File: config.mk
export PLATFORM = sky130hd
export DESIGN_NAME = sd_adc_frontend
export DESIGN_NICKNAME = d
export VERILOG_FILES = /design/src/rtl/sd_adc_pkg.sv /design/src/rtl/sd_adc_sync.sv /design/src/rtl/sd_adc_frontend.sv
export SDC_FILE = /design/constraint.sdc
export NUM_CORES = 1
export LEC_CHECK = 0
export CAP_MARGIN = 20
export CORE_MARGIN = 4
export CORE_UTILIZATION = 30
export CTS_BUF_LIST = sky130_fd_sc_hd__clkbuf_4 sky130_fd_sc_hd__clkbuf_8
export DETAILED_ROUTE_END_ITERATION = 7
export PLACE_DENSITY_LB_ADDON = 0.1
export REMOVE_ABC_BUFFERS = 1
export SKIP_CTS_REPAIR_TIMING = 1
export SLEW_MARGIN = 20
export SYNTH_ARGS = -nofsm -noshare
export SYNTH_HDL_FRONTEND = slang
export SYNTH_HIERARCHICAL = 1
export SYNTH_SLANG_ARGS = --single-unit
File: constraint.sdc
create_clock -name clk_i -period 2.7 [get_ports clk_i]
set_input_delay 0.27 -clock clk_i [delete_from_list [all_inputs] [get_ports clk_i]]
set_output_delay 0.27 -clock clk_i [all_outputs]
set_load 0.02 [all_outputs]
File: src/rtl/sd_adc_pkg.sv
// Shared types and helpers for the sigma-delta ADC front end.
package sd_adc_pkg;

  typedef enum logic [1:0] {
    IDLE,
    SETTLE,
    RUN
  } sd_state_e;

  localparam int OSR_LOG2_DEF = 10;
  localparam int DATA_W_DEF   = 8;
  localparam int WIN_MAX      = (1 << OSR_LOG2_DEF) - 1;

  // A window total of exactly 2^osr_log2 would wrap the top-bit slice, so clamp it to all-ones.
  function automatic logic [31:0] sd_scale(input logic [31:0] total,
                                           input int          osr_log2,
                                           input int          data_w);
    logic [31:0] mask;
    mask = (32'd1 << data_w) - 32'd1;
    if (total == (32'd1 << osr_log2)) return mask;
    return (total >> (osr_log2 - data_w)) & mask;
  endfunction

endpackage

File: src/rtl/sd_adc_sync.sv
// Comparator synchroniser: SYNC_STAGES flop chain, synchronous active-high reset.
module sd_adc_sync #(
  parameter int SYNC_STAGES = 2
) (
  input  logic i_clk,
  input  logic i_reset,
  input  logic i_async,
  output logic o_sync
);

  logic [SYNC_STAGES-1:0] r_chain;

  always_ff @(posedge i_clk) begin
    if (i_reset) r_chain <= '0;
    else         r_chain <= {r_chain[SYNC_STAGES-2:0], i_async};
  end

  assign o_sync = r_chain[SYNC_STAGES-1];

endmodule

File: src/rtl/sd_adc_frontend.sv
// Per-axis first-order sigma-delta front end: sync, feedback, window count, valid/ready sample.
// Optional two-window averaging of the output is enabled by defining SD_ADC_AVG_EN.
module sd_adc_frontend
  import sd_adc_pkg::*;
#(
  parameter int OSR_LOG2    = OSR_LOG2_DEF,
  parameter int DATA_W      = DATA_W_DEF,
  parameter int SYNC_STAGES = 2
) (
  input  logic              clk_i,
  input  logic              reset_i,
  input  logic              enable_i,
  input  logic              comp_async_i,
  output logic              dac_fb_o,
  output logic [DATA_W-1:0] sample_o,
  output logic              sample_valid_o,
  input  logic              sample_ready_i,
  output logic              overrun_o
);

  sd_state_e           r_state, w_state_next;
  logic                w_comp_sync;
  logic [OSR_LOG2-1:0] r_win;
  logic [OSR_LOG2:0]   r_ones, w_total;
  logic                w_active, w_tc, w_sample_tc, w_xfer;
  logic [DATA_W-1:0]   w_scaled, w_out, r_sample;
  logic                r_valid, r_ovr, r_dac;

  sd_adc_sync #(.SYNC_STAGES(SYNC_STAGES)) u_sync (
    .i_clk   (clk_i),
    .i_reset (reset_i),
    .i_async (comp_async_i),
    .o_sync  (w_comp_sync)
  );

  // Dropping enable takes effect on the same cycle: nothing is accumulated or emitted.
  assign w_active    = (r_state != IDLE) && enable_i;
  assign w_tc        = w_active && (r_win == '1);
  assign w_sample_tc = w_tc && (r_state == RUN);
  assign w_total     = r_ones + (OSR_LOG2+1)'(w_comp_sync);
  assign w_scaled    = DATA_W'(sd_scale(32'(w_total), OSR_LOG2, DATA_W));
  assign w_xfer      = r_valid && sample_ready_i;

  always_comb begin
    w_state_next = r_state;
    case (r_state)
      IDLE:    if (enable_i) w_state_next = SETTLE;
      SETTLE:  if (!enable_i) w_state_next = IDLE;
               else if (w_tc) w_state_next = RUN;
      RUN:     if (!enable_i) w_state_next = IDLE;
      default: w_state_next = IDLE;
    endcase
  end

  always_ff @(posedge clk_i) begin
    if (reset_i) r_state <= IDLE;
    else         r_state <= w_state_next;
  end

  always_ff @(posedge clk_i) begin
    if (reset_i || !w_active || w_tc) begin
      r_win  <= '0;
      r_ones <= '0;
    end else begin
      r_win  <= r_win + 1'b1;
      r_ones <= w_total;
    end
  end

`ifdef SD_ADC_AVG_EN
  logic [DATA_W-1:0] r_prev;
  logic              r_prev_vld;
  logic [DATA_W:0]   w_sum;

  assign w_sum = {1'b0, r_prev} + {1'b0, w_scaled} + (DATA_W+1)'(1);
  assign w_out = r_prev_vld ? DATA_W'(w_sum >> 1) : w_scaled;

  // History restarts at the SETTLE->RUN boundary so the first RUN sample is unaveraged.
  always_ff @(posedge clk_i) begin
    if (reset_i || (w_tc && r_state == SETTLE)) begin
      r_prev     <= '0;
      r_prev_vld <= 1'b0;
    end else if (w_sample_tc) begin
      r_prev     <= w_scaled;
      r_prev_vld <= 1'b1;
    end
  end
`else
  assign w_out = w_scaled;
`endif

  always_ff @(posedge clk_i) begin
    if (reset_i) begin
      r_sample <= '0;
      r_valid  <= 1'b0;
      r_ovr    <= 1'b0;
      r_dac    <= 1'b0;
    end else begin
      r_dac <= w_active & w_comp_sync;
      r_ovr <= 1'b0;
      if (!w_active) begin
        r_valid <= 1'b0;
      end else if (w_sample_tc) begin
        r_sample <= w_out;
        r_valid  <= 1'b1;
        r_ovr    <= r_valid & ~sample_ready_i;
      end else if (w_xfer) begin
        r_valid <= 1'b0;
      end
    end
  end

  assign dac_fb_o       = r_dac;
  assign sample_o       = r_sample;
  assign sample_valid_o = r_valid;
  assign overrun_o      = r_ovr;

endmodule

; ---- After elaboration in Yosys (flattened, before gate mapping)
; Index checks and enable logic that the tools add are counted.
[totals]
reg_bits = 36
inputBits = 5
output_inout_bits = 11
word_cells = 46
[classes]
add_sub_neg = 2
n_eq_ne = 7
muxes = 10
bitwise = 5
n_reduce_logical = 14
[ops]
columns = operator, n
row1 = 2-to-1 mux 8 bit, 2
row2 = adder 11 x 1 -> 11 bit, 1
row3 = == test 11 bit (second input constant), 1
row4 = adder 10 x 1 -> 10 bit (second input constant), 1
row5 = == test 10 bit (second input constant), 1
row6 = 2-to-1 mux 2 bit, 4
row7 = case mux 2 bit (3 select lines), 1
row8 = logical AND 1 bit, 4
row9 = != test 2 bit (second input constant), 2
row10 = nonzero test 2 bit, 2
row11 = 2-to-1 mux 1 bit, 3
row12 = != test 3 bit (second input constant), 1
row13 = inverter 1 bit, 3
row14 = AND reduction 3 bit, 1
row15 = OR reduction 3 bit, 1
row16 = bitwise AND 1 bit, 2
row17 = == test 2 x 1 -> 1 bit (second input constant), 1
row18 = == test 2 bit (second input constant), 1
row19 = zero test 2 bit, 1
row20 = logical OR 1 bit, 2
row21 = AND reduction 2 bit, 1
row22 = OR reduction 2 bit, 1
row23 = zero test 1 bit, 1

; ---- Longest topological paths before layout
; Gate-level depths: netlist of the first run.
[logic_depth]
ltp_word = 6
depth_mapped = 8
ltp_nobuf = 7

; ---- Cells and area by module
; The synthesis of the first run kept the hierarchy.
[modules_own_cells]
columns = mod, n_inst, cells_each, area_per_inst_um2, seq_area_each_um2
row1 = sd_adc_frontend, 1, 165, 1491.4, 680.7
row2 = sd_adc_sync, 1, 4, 52.6, 40.0

; ---- Worst setup path before layout of the first run
; Ideal clock, no wire load.
[synth_timing]
kind = register -> register
startpoint = register u_sync.r_chain[1]
endpoint = register r_sample[0] (netlist: sample_o[0])
setup_time_ps = 91
arrival_ps = 2312
required_ps = 2609
path_slack_ps = 297
stages_incl_launch_ff = 9
path_buffers = 1
period_less_slack_ps = 2403
cell_sequence = dfxtp_1 ha_1 ha_1 buf_4 nand4_2 or4b_4 a2111oi_4 nand4_2 a311oi_1
[synth_between]
elab_chain_cells = 4
[synth_rtl]
columns = item, line_no
row1 = start: declaration, sd_adc_sync.sv:11  ; logic [SYNC_STAGES-1:0] r_chain;
row2 = start signal: assignment, sd_adc_sync.sv:15  ; else r_chain <= {r_chain[SYNC_STAGES-2:0], i_async};
row3 = adder 11 x 1 -> 11 bit (*), sd_adc_frontend.sv:40  ; assign w_total = r_ones + (OSR_LOG2+1)'(w_comp_sync);
row4 = == test 11 bit, sd_adc_pkg.sv:20  ; if (total == (32'd1 << osr_log2)) return mask;
row5 = 2-to-1 mux 1 bit, sd_adc_pkg.sv:20
row6 = 2-to-1 mux 8 bit (*), sd_adc_pkg.sv:21  ; return (total >> (osr_log2 - data_w)) & mask;
row7 = end signal: assignment, sd_adc_frontend.sv:104  ; r_sample <= w_out;
row8 = end: declaration, sd_adc_frontend.sv:26  ; logic [DATA_W-1:0] w_scaled, w_out, r_sample;
; Mark *: on every way between the ends. The rest lies on a longest branch, timed or not.
; A chain may end at the register's enable or synchronous reset.

; ---- Final worst setup path of the first run
[layout_timing]
startpoint = register u_sync.r_chain[1]
endpoint = register r_sample[2] (netlist: sample_o[2])
; Same word-level chain as after synthesis.

==> metrics.cfg, run 1 <==
[floorplan]
core.rowCount=25
die_w_um=79.7
core_mm2=0.00485
dieArea_mm2=0.00636
die_h_um=79.7
io_pins=16
start_util=0.318

[setup_path]
cp_max_fo=7
crit_chain=ha_1 > ha_1 > nand4_2 > or4b_4 > a2111oi_4 > nand4_4 > a311oi_1
max_stage_delay_ns=0.59
cp-start-kind=flop
worst-path-buf-inv=0
cpMostUsedCell=ha_1
critical_path_class=reg2reg
required_ns=2.89
cpLargestDelayFamily=simple AND/OR/NAND/NOR gates
cp.arrival_ns=2.77
cp_slowest_cell=or4b_4
worst_setup_path_end_kind=flop

[worst_hold_path]
hold_class=reg2reg

[power]
pwr-share-seq=0.500
powerDensity_mw_per_mm2=562
power_frac_comb=0.019
clockPowerShare=0.482
p_switching_uw=201
p_int_uw=869
p_sw_frac=0.188
finalPower_mw=1.07
peakVddDrop_mv=0.259
power_leakage_nw=0.622

[detailed_routing]
via_per_inst=4.72
ant_nets=0
drt_iter0_markers=83
via_count=1199
wire_per_inst_um=13.0
drc=0
wl_um=3300
firstDrtPassIters=4

[grt]
grt.overflow.total=0
grt_pass1_wl_um=5720
grt_usage=0.119
grt_max_degree=19
grt_pass1_vias=1201
antenna_found_initial=0

[sta]
min_period_ns=2.58
fin_setup_tns_ns=0
fin_hold_ws_ns=0.440
hold_viol=0
clock.fmax_ghz=0.388
setup_slack_ns=0.124
rsz0062_at_grt=true
fin_skew_ns=0.00312
tightestPinTransition_ns=0.846
slew_headroom=0.429
setup-violations-final=0
final_max_slew_viol_count=0
fin_crit_sh=0.954

[synth]
synth_top_area_frac=0.467
synthDistinctLibCells=34
yosys_warnings=6
syn_avg_cell_area_um2=9.14
syn_area_mm2=0.00154
yosys_register_bits=36
netlist.top_cell.by_area=dfxtp_1
syn_inst=169
ys_seq_area_frac=0.467
ys_top_cells_by_area=dfxtp_1, nor2_1, xnor2_1

[layout]
drive_gt1_frac=0.102
n_antenna_cell=0
design_area_mm2=0.00190
nets=194
area_delta_synth_final_pct=23.3

[clock_network]
cts_made_buffers=5
cts_buffer_depth=2
clk_latency_ns=0.28
clkTransAtPathRegs_ns=0.07
cts_tree=built
cts-root-buf=clkbuf_8
clock-sinks=36
htreeDepth=2

[placement]
globalplace.congestion=0.816
place_hpwl_um=2420
placed_area_mm2=0.00176
pre_cts_ws_ns=0.102
io_buffer_count=15

[flow_run]
max_cap_viol_count=0

[status]
run_status=finished clean

[power groups by stage]
stage,sequential [mW],combinational (mW),clock (mW)
final,0.535,0.0200,0.515
after global routing,0.535,0.0222,0.570
after CTS,0.535,0.0201,0.534
after detailed placement,0.547,0.0198,0
after global placement,0.547,0.0199,0
after floorplan,0.547,0.00673,0
[final cells by class]
class	instances	area, µm²
Fill cell	482	2950
Clock buffer	7	96.3
Tap cell	67	83.8
Multi-Input combinational cell	121	785
Timing Repair Buffer	18	173
Inverter	4	15.0
Clock inverter	1	30.0
Sequential cell	36	721
[flip-flops by register name, summed over array words and instances, names as in the netlist]
signal          flops
dac_fb_o            1
sample_valid_o      1
u_sync/r_chain      2
r_state             2
r_ones             11
overrun_o           1
r_win              10
sample_o            8
[layer usage]
| layer | vias up | share of wire | global-route usage |
|---|---|---|---|
| met4 | 0 | 0.020 | 0.0473 |
| met5 | - | 0 | 0 |
| met3 | 6 | 0.037 | 0.0497 |
| li1 | 614 | - | - |
| met1 | 559 | 0.45 | 0.134 |
| met2 | 20 | 0.49 | 0.199 |
[cell families after synthesis]
kind of cell             share of synthesized area
AND/OR/NAND/NOR                              0.280
AO/OA/AOI/OAI                                0.104
flip-flops                                   0.467
adder cells (fa/ha/maj)                     0.0243
buffers and inverters                       0.0348
XOR/XNOR                                    0.0908
[stage by stage]
stage	utilization	std cells
3_3_place_gp	0.363	246
3_5_place_dp	0.363	246
5_1_grt	0.393	254
4_1_cts	0.389	254
2_1_floorplan	-	161
6_report	0.393	254
[Yosys cell counts]
library cell / count
a21oi_1: 2
clkbuf_2: 1
or4b_4: 1
nand2b_1: 2
ha_1: 3
nor2b_1: 6
dfxtp_1: 36
and3b_1: 1
or4_1: 1
inv_1: 4
o311ai_0: 1
and4_1: 3
a21boi_0: 1
nand4_1: 2
and3b_2: 1
a211oi_1: 2
nor3_1: 5
o21a_1: 1
and3_1: 4
buf_4: 2
a311oi_1: 7
nor2_1: 34
o21ai_0: 3
nand3_1: 10
clkbuf_1: 5
xor2_1: 7
and3_2: 1
or3_1: 1
o21bai_1: 1
or2_2: 1
xnor2_1: 9
nand4_2: 2
nand2_1: 8
a2111oi_4: 1
[worst reg2reg max path, stage by stage (launching register included)]
cell and delay (ns):
dfxtp_1 0.34, ha_1 0.24, ha_1 0.21, nand4_2 0.17, or4b_4 0.59, a2111oi_4 0.38
nand4_4 0.21, a311oi_1 0.35
[placed cells by master (no fill, tap or decap)]
cell type / n
nand4_4: 1
a311oi_2: 1
xor2_1: 7
bufinv_16: 1
or4b_4: 1
a311oi_1: 6
o21bai_1: 1
nor2_1: 34
and3b_2: 1
and3_1: 4
or4_1: 1
ha_1: 3
clkbuf_8: 7
buf_4: 3
o21a_1: 1
o311ai_0: 1
nor3_1: 5
or2_2: 1
nand2_1: 8
and3_2: 1
and3b_1: 1
a2111oi_4: 1
nand2b_1: 2
and4_1: 3
o21ai_0: 3
clkdlybuf4s50_1: 15
xnor2_1: 9
a211oi_1: 2
inv_1: 4
nand4_2: 1
nor2b_1: 6
nand3_1: 10
or3_1: 1
a21oi_1: 2
nand4_1: 2
a21boi_0: 1
dfxtp_1: 36
[final timing paths]
path,start,endpoint,slack (ns),cells after the start
min,u_sync/r_chain[1],dac_fb_o,0.44,2
min reg2reg,u_sync/r_chain[1],dac_fb_o,0.44,2
max,u_sync/r_chain[1],sample_o[2],0.12,7
max reg2reg,u_sync/r_chain[1],sample_o[2],0.12,7
Note: power is estimated with default switching activity, not from simulation.
==> run 2: changes to the inputs <==
--- a/config.mk
+++ b/config.mk
@@ -9,6 +9,7 @@
 export CORE_MARGIN = 4
 export CORE_UTILIZATION = 30
 export CTS_BUF_LIST = sky130_fd_sc_hd__clkbuf_4 sky130_fd_sc_hd__clkbuf_8
+export CTS_CLUSTER_DIAMETER = 200
 export DETAILED_ROUTE_END_ITERATION = 7
 export PLACE_DENSITY_LB_ADDON = 0.1
 export REMOVE_ABC_BUFFERS = 1
==> results of run 2 <==
The final DEF is identical to that of run 1; final timing and power are the same.
